### src/rtl/sapho_uart_pkg.sv
// rtl/sapho_uart_pkg.sv - shared UART state encoding and frame constants
package sapho_uart_pkg;

    localparam logic [2:0] S_IDLE  = 3'd0;
    localparam logic [2:0] S_LOAD  = 3'd1;
    localparam logic [2:0] S_START = 3'd2;
    localparam logic [2:0] S_DATA  = 3'd3;
    localparam logic [2:0] S_STOP  = 3'd4;

    localparam int DATA_BITS = 8;
    localparam int STOP_BITS = 1;

endpackage

### src/rtl/baud_tick.sv
// rtl/baud_tick.sv - free-running DIV-cycle bit timer with synchronous clear
module baud_tick #(
    parameter int DIV = 434
) (
    input  logic clock,
    input  logic sclr,
    input  logic clr,
    output logic tick
);

    localparam int W = (DIV > 1) ? $clog2(DIV) : 1;
    localparam logic [W-1:0] LAST = W'(DIV - 1);

    logic [W-1:0] cnt;

    always_ff @(posedge clock) begin
        if (sclr || clr) begin
            cnt <= '0;
        end else if (cnt == LAST) begin
            cnt <= '0;
        end else begin
            cnt <= cnt + 1'b1;
        end
    end

    assign tick = (cnt == LAST);

endmodule

### src/rtl/fifo_uart_tx.sv
// rtl/fifo_uart_tx.sv - pops show-ahead FIFO words and sends them LSB byte first as 8N1 frames
module fifo_uart_tx
    import sapho_uart_pkg::*;
#(
    parameter int WORD = 16,
    parameter int DIV  = 434
) (
    input  logic            clock,
    input  logic            sclr,
    input  logic            enable,
    input  logic [WORD-1:0] fifo_q,
    input  logic            fifo_empty,
    output logic            fifo_rdreq,
    output logic            tx,
    output logic            busy
);

    localparam int NBYTES = WORD / 8;
    localparam int BW     = (NBYTES > 1) ? $clog2(NBYTES) : 1;
    localparam logic [BW-1:0] LAST_BYTE = BW'(NBYTES - 1);
    localparam logic [2:0]    LAST_DATA = 3'(DATA_BITS - 1);
    localparam logic [2:0]    LAST_STOP = 3'(STOP_BITS - 1);

    logic [2:0]      state, state_n;
    logic [WORD-1:0] shreg, shreg_n;
    logic [2:0]      bit_cnt, bit_n;
    logic [BW-1:0]   byte_cnt, byte_n;
    logic            tx_n;
    logic            tick;
    logic            baud_clr;

    // Every state change restarts the bit timer so each phase lasts exactly DIV cycles.
    assign baud_clr = (state_n != state);

    baud_tick #(.DIV(DIV)) u_baud (
        .clock (clock),
        .sclr  (sclr),
        .clr   (baud_clr),
        .tick  (tick)
    );

    always_comb begin
        state_n = state;
        shreg_n = shreg;
        bit_n   = bit_cnt;
        byte_n  = byte_cnt;
        case (state)
            S_IDLE: begin
                // No pop here: the FIFO word may land one cycle after empty drops.
                if (enable && !fifo_empty) begin
                    state_n = S_LOAD;
                end
            end
            S_LOAD: begin
                shreg_n = fifo_q;
                byte_n  = '0;
                bit_n   = '0;
                state_n = S_START;
            end
            S_START: begin
                if (tick) begin
                    bit_n   = '0;
                    state_n = S_DATA;
                end
            end
            S_DATA: begin
                if (tick) begin
                    shreg_n = shreg >> 1;
                    if (bit_cnt == LAST_DATA) begin
                        bit_n   = '0;
                        state_n = S_STOP;
                    end else begin
                        bit_n = bit_cnt + 3'd1;
                    end
                end
            end
            S_STOP: begin
                if (tick) begin
                    if (bit_cnt == LAST_STOP) begin
                        bit_n = '0;
                        if (byte_cnt == LAST_BYTE) begin
                            state_n = S_IDLE;
                        end else begin
                            byte_n  = byte_cnt + 1'b1;
                            state_n = S_START;
                        end
                    end else begin
                        bit_n = bit_cnt + 3'd1;
                    end
                end
            end
            default: begin
                state_n = S_IDLE;
            end
        endcase
    end

    // tx is registered from the next state so the line changes together with the state.
    always_comb begin
        tx_n = 1'b1;
        case (state_n)
            S_START: tx_n = 1'b0;
            S_DATA:  tx_n = shreg_n[0];
            default: tx_n = 1'b1;
        endcase
    end

    always_ff @(posedge clock) begin
        if (sclr) begin
            state    <= S_IDLE;
            shreg    <= '0;
            bit_cnt  <= '0;
            byte_cnt <= '0;
            tx       <= 1'b1;
        end else begin
            state    <= state_n;
            shreg    <= shreg_n;
            bit_cnt  <= bit_n;
            byte_cnt <= byte_n;
            tx       <= tx_n;
        end
    end

    assign fifo_rdreq = (state == S_LOAD);
    assign busy       = (state != S_IDLE);

endmodule

### config.mk
export PLATFORM = sky130hd
export DESIGN_NAME = fifo_uart_tx
export DESIGN_NICKNAME = d
export VERILOG_FILES = /design/src/rtl/sapho_uart_pkg.sv /design/src/rtl/baud_tick.sv /design/src/rtl/fifo_uart_tx.sv
export SDC_FILE = /design/constraint.sdc
export NUM_CORES = 1
export LEC_CHECK = 0
export CAP_MARGIN = 10
export CORE_ASPECT_RATIO = 1.2
export CORE_UTILIZATION = 59
export DETAILED_ROUTE_END_ITERATION = 6
export PLACE_DENSITY = 0.84
export SLEW_MARGIN = 5
export SYNTH_ARGS = -nofsm -noshare
export SYNTH_HDL_FRONTEND = slang
export SYNTH_SLANG_ARGS = --single-unit
### constraint.sdc
create_clock -name clock -period 2.7 [get_ports clock]
set_clock_uncertainty 0.05 [all_clocks]
set_input_delay 0.27 -clock clock [delete_from_list [all_inputs] [get_ports clock]]
set_output_delay 0.27 -clock clock [all_outputs]
set_load 0.05 [all_outputs]
After elaboration in Yosys (flattened, before gate mapping)

Cells that the tools add are included.
W data, S select, Z words.

Add/subtract/negate cells: 3
Eq/ne operators: 13
Muxes and demuxes: 21
Reductions and logical operators: 13

Operators with widths:

| operator              | count |
|---|---|
| $mux W3               | 11 |
| $pmux W16 S2          | 1 |
| $mux W16              | 1 |
| $pmux W3 S5           | 1 |
| $eq A3 B2 Y1 const B  | 4 |
| $pmux W3 S4           | 1 |
| $add A9 B1 Y9 const B | 1 |
| $eq A9 B9 Y1 const B  | 1 |
| $ne A2 B2 Y1 const B  | 4 |
| $eq A3 B3 Y1 const B  | 2 |
| $logic_not A3 Y1      | 2 |
| $pmux W1 S2           | 2 |
| $reduce_and A4 Y1     | 1 |
| $reduce_bool A2 Y1    | 2 |
| $reduce_bool A4 Y1    | 1 |
| $add A3 B1 Y3 const B | 1 |
| $eq A3 B1 Y1 const B  | 1 |
| $mux W1               | 3 |
| $ne A3 B3 Y1          | 1 |
| $reduce_and A3 Y1     | 1 |
| $reduce_bool A3 Y1    | 1 |
| $mux W2               | 1 |
| $reduce_and A2 Y1     | 1 |
| $reduce_or A2 Y1      | 1 |
| other kinds (4)       | 4 |

Register bits after elaboration: 33
Output and inout port bits: 3
Logic and storage cells: 57

Longest topological paths before layout

Gate-level depths: netlist of run 1.

Depth after elaboration: 7
Gate-level depth with buffers: 8

Hierarchy

Synthesis of run 1 repeated with hierarchy kept, for this count alone.

Cells, all modules: 170
Area total of the unflattened synthesis: 1587.8 sq um

Modules (own cells, without submodules):

| module       | instances | cells an instance | area an instance (sq um) | sequential area each (sq um) |
|---|---|---|---|---|
| fifo_uart_tx | 1         | 124               | 1173.6                   | 480.5 |
| baud_tick    | 1         | 46                | 414.1                    | 180.2 |

Worst setup path before layout of run 1

No wires, ideal clock.

Path type: reg2reg
Start point: register state[0]
End point: register u_baud.cnt[2]
Library setup time: 0.123 ns
Arrival: 1.484 ns
Data required time: 2.527 ns
Slack: 1.043 ns
Cell stages (with the launch flop): 6
Buffers on the path: 1
Clock period less this slack: 1.657 ns
Path through: dfxtp_1 -> buf_6 -> or3_1 -> nor2_1 -> nand4b_1 -> nor2_1

Word-level cells in the longest chain between the ends: 6
Elaborated cells between the ends (all ways): 15
Classes of those cells: 5 x eq/ne; 7 x mux; 3 x reduce/logical

RTL lines:

| item                                | line                                   | RTL |
|---|---|---|
| start: declaration                  | fifo_uart_tx.sv:24                     | `logic [2:0] state, state_n;` |
| start signal: assignment            | fifo_uart_tx.sv:116                    | `state <= state_n;` |
| $mux W3, on equally long branches   | fifo_uart_tx.sv:79, fifo_uart_tx.sv:69 |  |
| $mux W3, on equally long branches   | fifo_uart_tx.sv:78, fifo_uart_tx.sv:67 |  |
| $pmux W3 S5                         | fifo_uart_tx.sv:47                     | `case (state)` |
| $ne A3 B3 Y1 *                      | fifo_uart_tx.sv:33                     | `assign baud_clr = (state_n != state);` |
| $logic_or A1 B1 Y1 *                | baud_tick.sv:17                        | `if (sclr \|\| clr) begin` |
| $reduce_or A2 Y1 (no source line) * | n/a                                    |  |
| end signal: assignment              | baud_tick.sv:22                        | `cnt <= cnt + 1'b1;` |
| end: declaration                    | baud_tick.sv:14                        | `logic [W-1:0] cnt;` |

Mark *: on every way between the ends. The rest lies on a longest branch, timed or not.
A chain may end at the register's enable or synchronous reset.

Worst setup path after layout of run 1

Start point: register state[0]
End point: output port fifo_rdreq

Word-level cells in the longest chain between the ends: 1

RTL lines:

| item             | line                | RTL |
|---|---|---|
| $eq A3 B1 Y1     | fifo_uart_tx.sv:124 | `assign fifo_rdreq = (state == S_LOAD);` |
| end: declaration | fifo_uart_tx.sv:13  | `output logic fifo_rdreq,` |

No other way between the ends.

==> reports/metrics.yaml, run 1 <==
sta:
  fin_tns_setup_ps: 0
  finalHoldViolations: 0
  fmax_mhz: 398.8
  setup_violations: 0
  tightest_slew_ps: 587.8
  slew_viol_final: 0
  post-route-min-period_ps: 2507
  period_share_pct: 92.87
  rsz0062_at_grt: "false"
  maxSlewHeadroom_pct: 60.69
clocking:
  max-clock-path-buffers: 2
  cts-resized-gates: 1
  ctsRootBufferMaster: "clkbuf_4"
  htree_levels: 2
  clock_sinks: 33
  cts_hold_buf: 0
  insertion_delay_ps: 340
  cts_tree: "done"
  clkTransAtPathRegs_ps: 100
  cts_inserted_buffers: 5
  post_cts_buffers: 0
detailed_routing:
  drtIter0Drc: 52
  met2_length_mm: 1.918
  first_pass_iters: 4
  routedLengthMet1_mm: 1.607
  vias: 1548
  wirelength_mm: 3.767
  routed.top_layer: "met4"
  wl_met3_um: 142
  drcViolationCount: 0
  routedWlPerCell_um: 14.54
  postRouteAntennaNets: 0
  drt-vias-per-instance: 5.977
die:
  coreArea_um2: 3028
  die_h_um: 63.60
  die_w_um: 53.33
  row_count: 22
  start_util_pct: 61.61
  ioPinCount: 23
  die_area_um2: 3392
worst_setup_path:
  critPathArrivalTime_ps: 2190
  start_kind: "flip-flop"
  crit_type: "reg -> out"
  cp_max_fo: 18
  cp_data_required_time_ps: 2380
  endpoint_kind: "output pin"
grt:
  track_usage_pct: 25.44
  grt_max_degree: 19
  antenna_found_initial: 0
  grt_pass1_wl_mm: 6.341
  grt_pass1_vias: 1465
  overflow: 0
yosys:
  async_flop_share_pct: 0
  yosys_register_bits: 33
  netlist_instances: 203
  synthFlopType: "dfxtp_1"
  syn-num-nets: 228
  syn_area_per_cell_um2: 9.190
  synth-edff-count: 0
  yosysSeqAreaShare_pct: 35.41
  synth_cell_types: 47
  yosysWarnings: 0
  syn_area_um2: 1866
placement:
  port-buffer-count: 22
  routabilityCongestion: 0.8465
  dp_hpwl_mm: 2.749
cells_and_area:
  n_fill_cell: 258
  finalNetCount: 247
  antennaDiodeCount: 0
  fin_util_pct: 70.08
  syn2layout_area_growth_pct: 13.75
  drive_gt1_share_pct: 15.70
power:
  pwr_density_cell_nw_per_um2: 495.5
  ir_drop_v: 0.0005676
  leakage_nw: 0.7503
  finalPower_mw: 1.051
worst_hold_path:
  hold_class: "reg -> reg"
flow_run:
  drv_cap: 0
run_status:
  status: "completed"
-- flip-flops by register name, summed over array words and instances (netlist names) --
| signal | cells |
|---|---|
| bit_cnt | 3 |
| byte_cnt | 1 |
| shreg | 16 |
| state | 3 |
| tx | 1 |
| u_baud.cnt | 9 |
-- worst max-delay path: stages (launching register included) --
cell           delay, ps
dfxtp_1              500
and2b_2              410
nand2b_1             210
inv_1                180
dlygate4sd2_1        550
-- stage by stage --
stage	cells	area, um2	hold WS, ps	setup WS (ps)
6_report	259	2122	444.8	192.5
5_1_grt	259	2122	469.5	9.966
4_1_cts	259	2122	447.5	174.9
3_5_place_dp	251	2038	423.3	300.8
3_3_place_gp	251	2038	402.4	398.4
2_1_floorplan	203	1866	354.6	1043
-- cell type report --
cell class | count | area, um2 | area share [%]
Timing Repair Buffer | 26 | 249.0 | 11.73
Inverter | 7 | 26.28 | 1.238
Sequential cell | 33 | 660.6 | 31.13
Multi-Input combinational cell | 149 | 1056 | 49.76
Clock inverter | 1 | 30.03 | 1.415
Tap cell | 36 | 45.04 | 2.123
Clock buffer | 7 | 55.05 | 2.594
-- routing by layer --
layer,vias to the layer above,global-route usage [%]
met2,41,42.66
met4,0,14.47
li1,771,-
met5,-,0
met1,726,28.02
met3,10,6.039
-- logic make-up after synthesis --
group                    synth area share [%]
AO/OA/AOI/OAI                           25.76
XOR/XNOR                                3.286
adder cells (fa/ha/maj)                 3.353
buffers and inverters                   7.981
flip-flops                              35.41
AND/OR/NAND/NOR                         24.21
-- placed cells by master, fill, tap and decap left out, types with 5 or more instances in the layout --
master and n:
a21oi_1 37, dfxtp_1 33, clkdlybuf4s50_1 21, nor2_1 14, nor2b_1 14, a211oi_2 11
nand3_1 9, inv_1 7, nand2_1 5, xnor2_1 5, ha_1 5, clkbuf_4 5
-- path summary, 6_finish.rpt --
check,start,to,slack (ps),cells after the start
max,state[0],fifo_rdreq,190,4
min,u_baud.cnt[0],u_baud.cnt[0],440,1
max reg2reg,u_baud.cnt[0],shreg[9],760,5
min reg2reg,u_baud.cnt[0],u_baud.cnt[0],440,1
-- where the power goes --
part	internal [mW]	total, mW	switching (mW)
clock	0.221	0.380	0.159
combinational	0.0707	0.149	0.0782
sequential	0.506	0.522	0.0160
-- synth_stat cells, types with 4 or more instances --
cell | n | area (um2)
dfxtp_1 | 33 | 660.6
xnor2_1 | 5 | 43.79
a211oi_1 | 4 | 30.03
o211ai_1 | 4 | 30.03
a211oi_2 | 11 | 137.6
inv_1 | 7 | 26.28
buf_6 | 5 | 56.30
a21oi_1 | 37 | 185.2
nand2_1 | 5 | 18.77
nand3_1 | 9 | 45.04
nor2b_1 | 14 | 87.58
nor2_1 | 14 | 52.55
ha_1 | 5 | 62.56
No activity file was read; power rests on OpenSTA's default activity.
==> run 2, diff against run 1 <==
--- a/config.mk
+++ b/config.mk
@@ -7,9 +7,9 @@
 export LEC_CHECK = 0
 export CAP_MARGIN = 10
 export CORE_ASPECT_RATIO = 1.2
-export CORE_UTILIZATION = 59
+export CORE_UTILIZATION = 50
 export DETAILED_ROUTE_END_ITERATION = 6
-export PLACE_DENSITY = 0.84
+export PLACE_DENSITY = 0.76
 export SLEW_MARGIN = 5
 export SYNTH_ARGS = -nofsm -noshare
 export SYNTH_HDL_FRONTEND = slang
==> constraint.sdc (replaced) <==
create_clock -name clock -period 2.2 [get_ports clock]
set_clock_uncertainty 0.05 [all_clocks]
set_input_delay 0.44 -clock clock [delete_from_list [all_inputs] [get_ports clock]]
set_output_delay 0.44 -clock clock [all_outputs]
set_load 0.05 [all_outputs]
==> reports/metrics.yaml, run 2 (synthesis results as in run 1) <==
run_status:
  status: "finished, violations left"  # was completed
  violations: "DRC"
cells_and_area:
  fin_cells: 264  # was 259
  top_register: "shreg"  # unchanged
  largest_reg_flops: 16  # unchanged
  n_fill_cell: 296  # was 258
  final_common_cell: "a21oi_1"  # unchanged
  fin_util_pct: 62.90  # was 70.08%
  seq_area_um2: 660.6  # unchanged
  finalNetCount: 251  # was 247
  antennaDiodeCount: 0  # unchanged
  syn2layout_area_growth_pct: 16.43  # was 13.75%
  final_cell_mix: "37 x a21oi_1, 33 x dfxtp_1, 20 x clkdlybuf4s50_1"  # was 37 x a21oi_1, 33 x dfxtp_1, 21 x clkdlybuf4s50_1
  multiInputGateArea_um2: 1056  # unchanged
  largestRegisters: "shreg x16, u_baud.cnt x9"  # unchanged
  drive_gt1_share_pct: 18.06  # was 15.70%
detailed_routing:
  routed.top_layer: "met4"  # unchanged
  routedLengthMet1_mm: 1.590  # was 1.607 mm
  wl_met3_um: 183  # was 142 um
  routedWlPerCell_um: 14.13  # was 14.54 um
  drt-vias-per-instance: 5.731  # was 5.977
  met2_length_mm: 1.896  # was 1.918 mm
  drtIter0Drc: 60  # was 52
  vias: 1513  # was 1548
  postRouteAntennaNets: 0  # unchanged
  wirelength_mm: 3.729  # was 3.767 mm
  drcViolationCount: 1  # was 0
  first_pass_iters: 6  # was 4
placement:
  routabilityCongestion: 0.8013  # was 0.8465
  port-buffer-count: 22  # unchanged
  dp_hpwl_mm: 2.645  # was 2.749 mm
  dp_cells: 256  # was 251
  pre_cts_slack_ps: 329.8  # was 300.8 ps
power:
  leakage_nw: 0.7753  # was 0.7503 nW
  pwr_density_cell_nw_per_um2: 580.2  # was 495.5 nW/um2
  ir_drop_v: 0.0004990  # was 0.0005676 V
worst_setup_path:
  crit_type: "reg -> out"  # unchanged
  path_cells: "and2b_2 > nand2b_1 > inv_1 > buf_12"  # was and2b_2 > nand2b_1 > inv_1 > dlygate4sd2_1
  cp_slowest_cell: "dfxtp_1"  # was dlygate4sd2_1
  critPathArrivalTime_ps: 1440  # was 2190 ps
  start_kind: "flip-flop"  # unchanged
  endpoint_kind: "output pin"  # unchanged
  cp_max_fo: 12  # was 18
  cp_data_required_time_ps: 1710  # was 2380 ps
  crit_path_max_incr_delay_ps: 510  # was 550 ps
sta:
  maxSlewHeadroom_pct: 65.75  # was 60.69%
  fmax_mhz: 518.2
  slew_viol_final: 0  # unchanged
  setup_violations: 0  # unchanged
  period_share_pct: 87.71
  post-route-min-period_ps: 1930
  fin_tns_setup_ps: 0  # unchanged
  tightest_slew_ps: 513.1  # was 587.8 ps
  hold_slack_ps: 409.3  # was 444.8 ps
  rsz0062_at_grt: "false"  # unchanged
  finalHoldViolations: 0  # unchanged
  layout_setup_ws_ps: 270.4  # was 192.5 ps
clocking:
  cts_hold_buf: 0  # unchanged
  insertion_delay_ps: 280  # was 340 ps
  clock_sinks: 33  # unchanged
  post_cts_buffers: 0  # unchanged
  max-clock-path-buffers: 2  # unchanged
  cts-resized-gates: 0  # was 1
  cts_inserted_buffers: 5  # unchanged
  clkTransAtPathRegs_ps: 70  # was 100 ps
  ctsRootBufferMaster: "clkbuf_8"  # was clkbuf_4
  htree_levels: 2  # unchanged
  cts_tree: "done"  # unchanged
grt:
  antenna_found_initial: 0  # unchanged
  grt_pass1_wl_mm: 6.258  # was 6.341 mm
  overflow: 0  # unchanged
  grt_max_degree: 18  # was 19
  track_usage_pct: 20.89  # was 25.44%
  grt_pass1_vias: 1400  # was 1465
die:
  coreArea_um2: 3453  # was 3028 um2
  die_area_um2: 3980  # was 3392 um2
  die_w_um: 57.76  # was 53.33 um
  start_util_pct: 54.02  # was 61.61%
  row_count: 23  # was 22
  ioPinCount: 23  # unchanged
  die_h_um: 68.91  # was 63.60 um
worst_hold_path:
  hold_class: "reg -> reg"  # unchanged
flow_run:
  drv_cap: 0  # unchanged
## run 2: changes by cell type in the layout (fill, tap and decap cells not counted), sizes merged
| cell | previous run | this run |
|---|---|---|
| buf | 4 | 10 |
| clkinv | 0 | 2 |
| bufinv | 1 | 0 |
| clkbuf | 7 | 6 |
| clkdlybuf4s50 | 21 | 20 |
| dlygate4sd2 | 1 | 0 |
## run 2: stage by stage
step | power (mW) | instance area, um2
finish | 1.260 | 2172
global route | 1.324 | 2172
CTS | 1.275 | 2172
detailed placement | 0.8447 | 2090
global placement | 0.8427 | 2090
floorplan | 0.7822 | 1866
## run 2: where the power goes
group	leakage (nW)	switching [mW]	internal (mW)	total (mW)
registers	0.268	0.0202	0.622	0.642
clock network	0.0450	0.210	0.219	0.429
logic	0.462	0.0936	0.0961	0.190
total	0.775	0.324	0.937	1.26
## run 2: cell type report
type                       count  share of cell area, %
clock inverter                 2                 0.4608
clock buffer                   6                  3.341
inverter                       7                  1.210
multi-input combinational    149                  48.62
timing repair buffer          30                  13.82
tap                           37                  2.131
sequential                    33                  30.41
## run 2: per-layer routing
layer / up-vias / track usage, %
li1: 777 / -
met1: 694 / 23.94
met2: 36 / 37.50
met3: 6 / 5.224
met4: 0 / 8.333
met5: - / 0
## run 2: worst max-delay path, delay by kind of cell, from the launching register on
kind / cells / cell delay (ps)
buffers and inverters: 2 / 300
DFF: 1 / 510
and+or+nand+nor: 2 / 350
## run 2: path summary, 6_finish.rpt
check / end / cells after the start / startpoint / slack (ps)
setup / recovery: fifo_rdreq / 4 / state[2] / 270
hold / removal: byte_cnt / 2 / byte_cnt / 410
setup reg to reg: shreg[1] / 5 / state[1] / 340
hold reg to reg: byte_cnt / 2 / byte_cnt / 410
==> run 3, diff against run 2 <==
--- a/config.mk
+++ b/config.mk
@@ -7,9 +7,10 @@
 export LEC_CHECK = 0
 export CAP_MARGIN = 10
 export CORE_ASPECT_RATIO = 1.2
-export CORE_UTILIZATION = 50
+export CORE_UTILIZATION = 56
 export DETAILED_ROUTE_END_ITERATION = 6
-export PLACE_DENSITY = 0.76
+export DONT_BUFFER_PORTS = 1
+export PLACE_DENSITY = 0.74
 export SLEW_MARGIN = 5
 export SYNTH_ARGS = -nofsm -noshare
 export SYNTH_HDL_FRONTEND = slang
==> reports/metrics.yaml, run 3 (synthesis results as in run 1) <==
detailed_routing:
  vias: 1447  # was 1513
  first_pass_iters: 4  # was 6
  wirelength_mm: 3.646  # was 3.729 mm
  routedWlPerCell_um: 15.19  # was 14.13 um
  drt-vias-per-instance: 6.029  # was 5.731
  drtIter0Drc: 49  # was 60
  drcViolationCount: 0  # was 1
  postRouteAntennaNets: 0  # unchanged
clocking:
  max-clock-path-buffers: 2  # unchanged
  cts_hold_buf: 0  # unchanged
  insertion_delay_ps: 330  # was 280 ps
  clkTransAtPathRegs_ps: 110  # was 70 ps
  clock_sinks: 33  # unchanged
  cts_inserted_buffers: 5  # unchanged
  htree_levels: 2  # unchanged
  ctsRootBufferMaster: "clkbuf_4"  # was clkbuf_8
  cts_tree: "done"  # unchanged
sta:
  rsz0062_at_grt: "false"  # unchanged
  period_share_pct: 94.26  # was 87.71%
  maxSlewHeadroom_pct: 60.16  # was 65.75%
  fin_tns_setup_ps: 0  # unchanged
  tightest_slew_ps: 595.6  # was 513.1 ps
  setup_violations: 0  # unchanged
  hold_slack_ps: 107.4  # was 409.3 ps
  fmax_mhz: 482.2  # was 518.2 MHz
  finalHoldViolations: 0  # unchanged
  slew_viol_final: 0  # unchanged
  post-route-min-period_ps: 2074  # was 1930 ps
die:
  start_util_pct: 59.98  # was 54.02%
  coreArea_um2: 3110  # was 3453 um2
  row_count: 22  # was 23
  die_h_um: 65.23  # was 68.91 um
  ioPinCount: 23  # unchanged
  die_w_um: 54.69  # was 57.76 um
  die_area_um2: 3567  # was 3980 um2
power:
  seq_power_share_pct: 57.8  # was 50.9%
  leakage_nw: 0.6624  # was 0.7753 nW
  p_sw_share_pct: 27.90  # was 25.69%
  combPwrFrac_pct: 12.4  # was 15.1%
  clkPwrFrac_pct: 29.8  # was 34.0%
  internal_power_mw: 0.8009  # was 0.9366 mW
  pwr_density_cell_nw_per_um2: 586.3  # was 580.2 nW/um2
  ir_drop_v: 0.0004052  # was 0.0004990 V
  power.net_switching_mw: 0.3099  # was 0.3238 mW
grt:
  overflow: 0  # unchanged
  grt_max_degree: 27  # was 18
  track_usage_pct: 23.35  # was 20.89%
  grt_pass1_wl_mm: 6.030  # was 6.258 mm
  antenna_found_initial: 0  # unchanged
  grt_pass1_vias: 1428  # was 1400
worst_setup_path:
  r2r_end: "shreg[9]"  # was shreg[1]
  crit_path_max_incr_delay_ps: 510  # about the same
  crit_type: "reg -> out"  # unchanged
  cp_slowest_cell: "dfxtp_1"  # unchanged
  endpoint_kind: "output pin"  # unchanged
  path_cells: "and2b_4 > nand2b_1 > inv_1 > buf_4"  # was and2b_2 > nand2b_1 > inv_1 > buf_12
  rrSetupSlack_ps: 280  # was 340 ps
  setup.worst_path.start: "state[2]"  # unchanged
  start_kind: "flip-flop"  # unchanged
  critPathArrivalTime_ps: 1580  # was 1440 ps
  crit_end: "fifo_rdreq"  # unchanged
  r2r_start: "u_baud.cnt[0]"  # was state[1]
  ff2ff_path_depth: 5  # unchanged
  critPathBufInv: 2  # unchanged
  crit_family: "flip-flops"  # unchanged
  cp_data_required_time_ps: 1710  # about the same
  cp_max_fo: 12  # unchanged
  path_depth: 4  # unchanged
cells_and_area:
  antennaDiodeCount: 0  # unchanged
  drive_gt1_share_pct: 19.12  # was 18.06%
  syn2layout_area_growth_pct: 1.543  # was 16.43%
  largestRegisters: "shreg x16, u_baud.cnt x9"  # unchanged
  final_common_cell: "a21oi_1"  # unchanged
  top_register: "shreg"  # unchanged
  largest_reg_flops: 16  # unchanged
  seq_area_um2: 661.9  # was 660.6 um2
  final_cell_mix: "37 x a21oi_1, 32 x dfxtp_1, 14 x nor2_1, 14 x nor2b_1, 11 x a211oi_2"  # was 37 x a21oi_1, 33 x dfxtp_1, 20 x clkdlybuf4s50_1
  multiInputGateArea_um2: 1057  # was 1056 um2
  n_fill_cell: 267  # was 296
  finalNetCount: 228  # was 251
  fin_util_pct: 60.90  # was 62.90%
placement:
  routabilityCongestion: 0.9113  # was 0.8013
  dp_hpwl_mm: 2.618  # was 2.645 mm
  port-buffer-count: 0  # was 22
flow_run:
  drv_cap: 0  # unchanged
worst_hold_path:
  hold_class: "in -> reg"  # was reg -> reg
  holdPathStages: 1  # was 2
run_status:
  status: "completed"  # was finished, violations left
==> run 3: cell count changes in the layout (fill, tap and decap cells not counted) <==
cell / previous run / this run
clkdlybuf4s50_1: 20 / 0
clkbuf_8: 5 / 0
dfxtp_1: 33 / 32
clkbuf_4: 0 / 5
and2b_2: 2 / 1
dfxtp_2: 0 / 1
buf_12: 2 / 0
buf_4: 8 / 7
and2b_4: 0 / 1
==> run 3: per-stage QoR <==
| step | total power [mW] | instance area (um2) | setup slack (ps) | std cells |
|---|---|---|---|---|
| 2_1_floorplan | 0.7822 | 1866 | 494.2 | 203 |
| 4_1_cts | 1.125 | 1894 | 136.2 | 240 |
| 3_3_place_gp | 0.7873 | 1833 | 357.7 | 231 |
| 5_1_grt | 1.170 | 1894 | 7.744 | 240 |
| 3_5_place_dp | 0.7920 | 1833 | 268.8 | 231 |
| 6_report | 1.111 | 1894 | 126.2 | 240 |
==> run 3: routing by layer <==
metal,GRT usage [%],part of all wire (%),up-vias,wire length [um]
met1,26.58,44,675,1591
met2,38.25,50,31,1820
met5,0,0,-,0
met3,7.870,4.7,8,170
li1,-,-,733,-
met4,9.936,1.7,0,63
==> run 3: power groups by stage <==
stage	Sequential [mW]	Combinational, mW	Clock (mW)
global route	0.646	0.153	0.372
floorplan	0.649	0.133	0
detailed placement	0.656	0.136	0
CTS	0.642	0.139	0.344
global placement	0.655	0.132	0
finish	0.642	0.138	0.331
==> run 3: area by class of cell <==
cell class | count | area share (%)
multi-input combinational | 149 | 55.81
clock buffer | 6 | 2.180
sequential | 33 | 34.94
tap | 36 | 2.378
timing repair buffer | 7 | 2.774
clock inverter | 2 | 0.5284
inverter | 7 | 1.387
==> run 3: repair_timing <==
item	in CTS	in global routing
endpoints found under the hold margin	0	0
endpoints found under the setup margin	1	0
setup buffers	1	0
resized for setup	2	0
==> run 3: how the worst min path moves through the flow <==
stage / endpoint / start
floorplan: byte_cnt / byte_cnt
global placement: byte_cnt / byte_cnt
detailed placement: byte_cnt / byte_cnt
CTS: shreg[14] / sclr
global route: shreg[7] / sclr
finish: state[0] / sclr
==> patch, RTL diff (flow settings as in run 2) <==
The parameter `WORD` goes from 16 to 8.
--- a/src/rtl/fifo_uart_tx.sv
+++ b/src/rtl/fifo_uart_tx.sv
@@ -3,5 +3,5 @@
     import sapho_uart_pkg::*;
 #(
-    parameter int WORD = 16,
+    parameter int WORD = 8,
     parameter int DIV  = 434
 ) (
Ports: changed (resized fifo_q); port bits go from 23 to 15. No check against the original RTL was run, so the function may have changed too.
==> patch against run 2 <==
  * Final area decreased by 29%
  * Die area decreased by 28%
  * Synthesized area decreased by 29%
  * Largest cell class unchanged
  * Sequential cell count decreased by 9
  * Setup slack got worse by 43 ps
  * Total power decreased by 37%
  * Routed wire length decreased by 23%
==> patch: results (changes against run 2) <==
GRT
  • GR Util met3: 0.03101 (was 0.05224)
  • First-pass GRT wire length: 5071 um (was 6258 um)
  • Total GRT Usage: 0.2282 (was 0.2089)
  • Met2 Usage GRT: 0.4442 (was 0.3750)
  • Met1 Resource Use GR: 0.2436 (was 0.2394)

CTS
  • Cts bufs inserted: 3 (was 5)
  • Clock root buffer: clkbuf_4 (was clkbuf_8)
  • Worst-path clk slew: 130 ps (was 70 ps)
  • Clock latency at the later pin of the worst-skew pair: 310 ps (was 280 ps)
  • H-tree depth: 1 (was 2)

Logic synthesis
  • Net Count, Synth: 171 (was 228)
  • Mapped Avg Cell Area: 8.645 um^2 (was 9.190 um^2)
  • Unique cell type count in the Yosys netlist: 43 (was 47)
  • Fraction of the yosys area taken by sequential cells: 0.3609 (was 0.3541)

Place
  • DPL Wire Length: 2179 um (was 2645 um)
  • Placed Area: 1515 um^2 (was 2090 um^2)

Status
  • Status: finished clean (was complete, but fails checks)

Worst setup path
  • CP max FO: 17 (was 12)
  • Worst setup endpoint: busy (was fifo_rdreq)
  • Reg2Reg Capture Point: u_baud.cnt[3] (was shreg[1])
  • Critical path startpoint: state[1] (was state[2])

Power
  • Maximum VDD drop: 0.0003442 V (was 0.0004990 V)
  • LEAKAGE: 0.5332 nW (was 0.7753 nW)

Drt
  • Metal1 wirelength: 1192 um (was 1590 um)
  • Initial DRC Count: 45 (was 60)
  • DR vias/cell: 5.739 (was 5.731)
  • Drt first pass iters: 4 (was 6)
  • Met2 WL: 1556 um (was 1896 um)
  • Met3 routed WL: 97 um (was 183 um)

Timing
  • PnR worst setup slack: 227.5 ps (was 270.4 ps)

Layout
  • # nets final: 189 (was 251)
  • Biggest regs: u_baud.cnt (9), shreg (8) (was shreg (16), u_baud.cnt (9))

Floorplanning
  • Core ar.: 2527 um^2 (was 3453 um^2)
-- patch: cell types whose count changed in the layout (fill, tap and decap cells not counted), moves of 7 or more --
cell,change
o21ai_0,+11
clkdlybuf4s50_1,-8
a21oi_1,-27
dfxtp_1,-9
nand3_1,-7
a211oi_2,-11
-- patch: cell families after synthesis --
| group | Yosys count | synth area share |
|---|---|---|
| compound gates | 39 | 0.1918 |
| xor+xnor | 8 | 0.05263 |
| fa+ha+maj | 5 | 0.04699 |
| flops | 24 | 0.3609 |
| simple gates | 63 | 0.2754 |
| buf+inv | 15 | 0.07237 |
-- patch: power breakdown --
part           leakage [nW]  switching, mW  internal, mW
registers             0.195         0.0130         0.449
logic                 0.325         0.0694        0.0649
clock network        0.0138          0.129        0.0641
total                 0.533          0.211         0.578
-- patch: worst min path at each step --
stage / start / to / slack [ps] / cells after the start
3_3_place_gp: u_baud.cnt[0] / u_baud.cnt[0] / 400 / 1
5_1_grt: shreg[4] / shreg[4] / 470 / 2
2_1_floorplan: u_baud.cnt[0] / u_baud.cnt[0] / 390 / 1
4_1_cts: shreg[3] / shreg[3] / 440 / 2
3_5_place_dp: u_baud.cnt[0] / u_baud.cnt[0] / 410 / 1
6_report: u_baud.cnt[0] / u_baud.cnt[0] / 440 / 1
-- patch: cell type report --
cell class	count	area, um^2
flip-flops and latches	24	480.5
inverters	7	26.28
clock buffers	3	22.52
multi-input cells	115	754.5
fillers	238	989.7
repair buffers	21	212.7
well taps	33	41.29
-- patch: worst max-delay path, stage by stage, from the launching register on --
cell	delay [ps]
dfxtp_1	400
buf_4	220
or3_1	370
buf_12	170
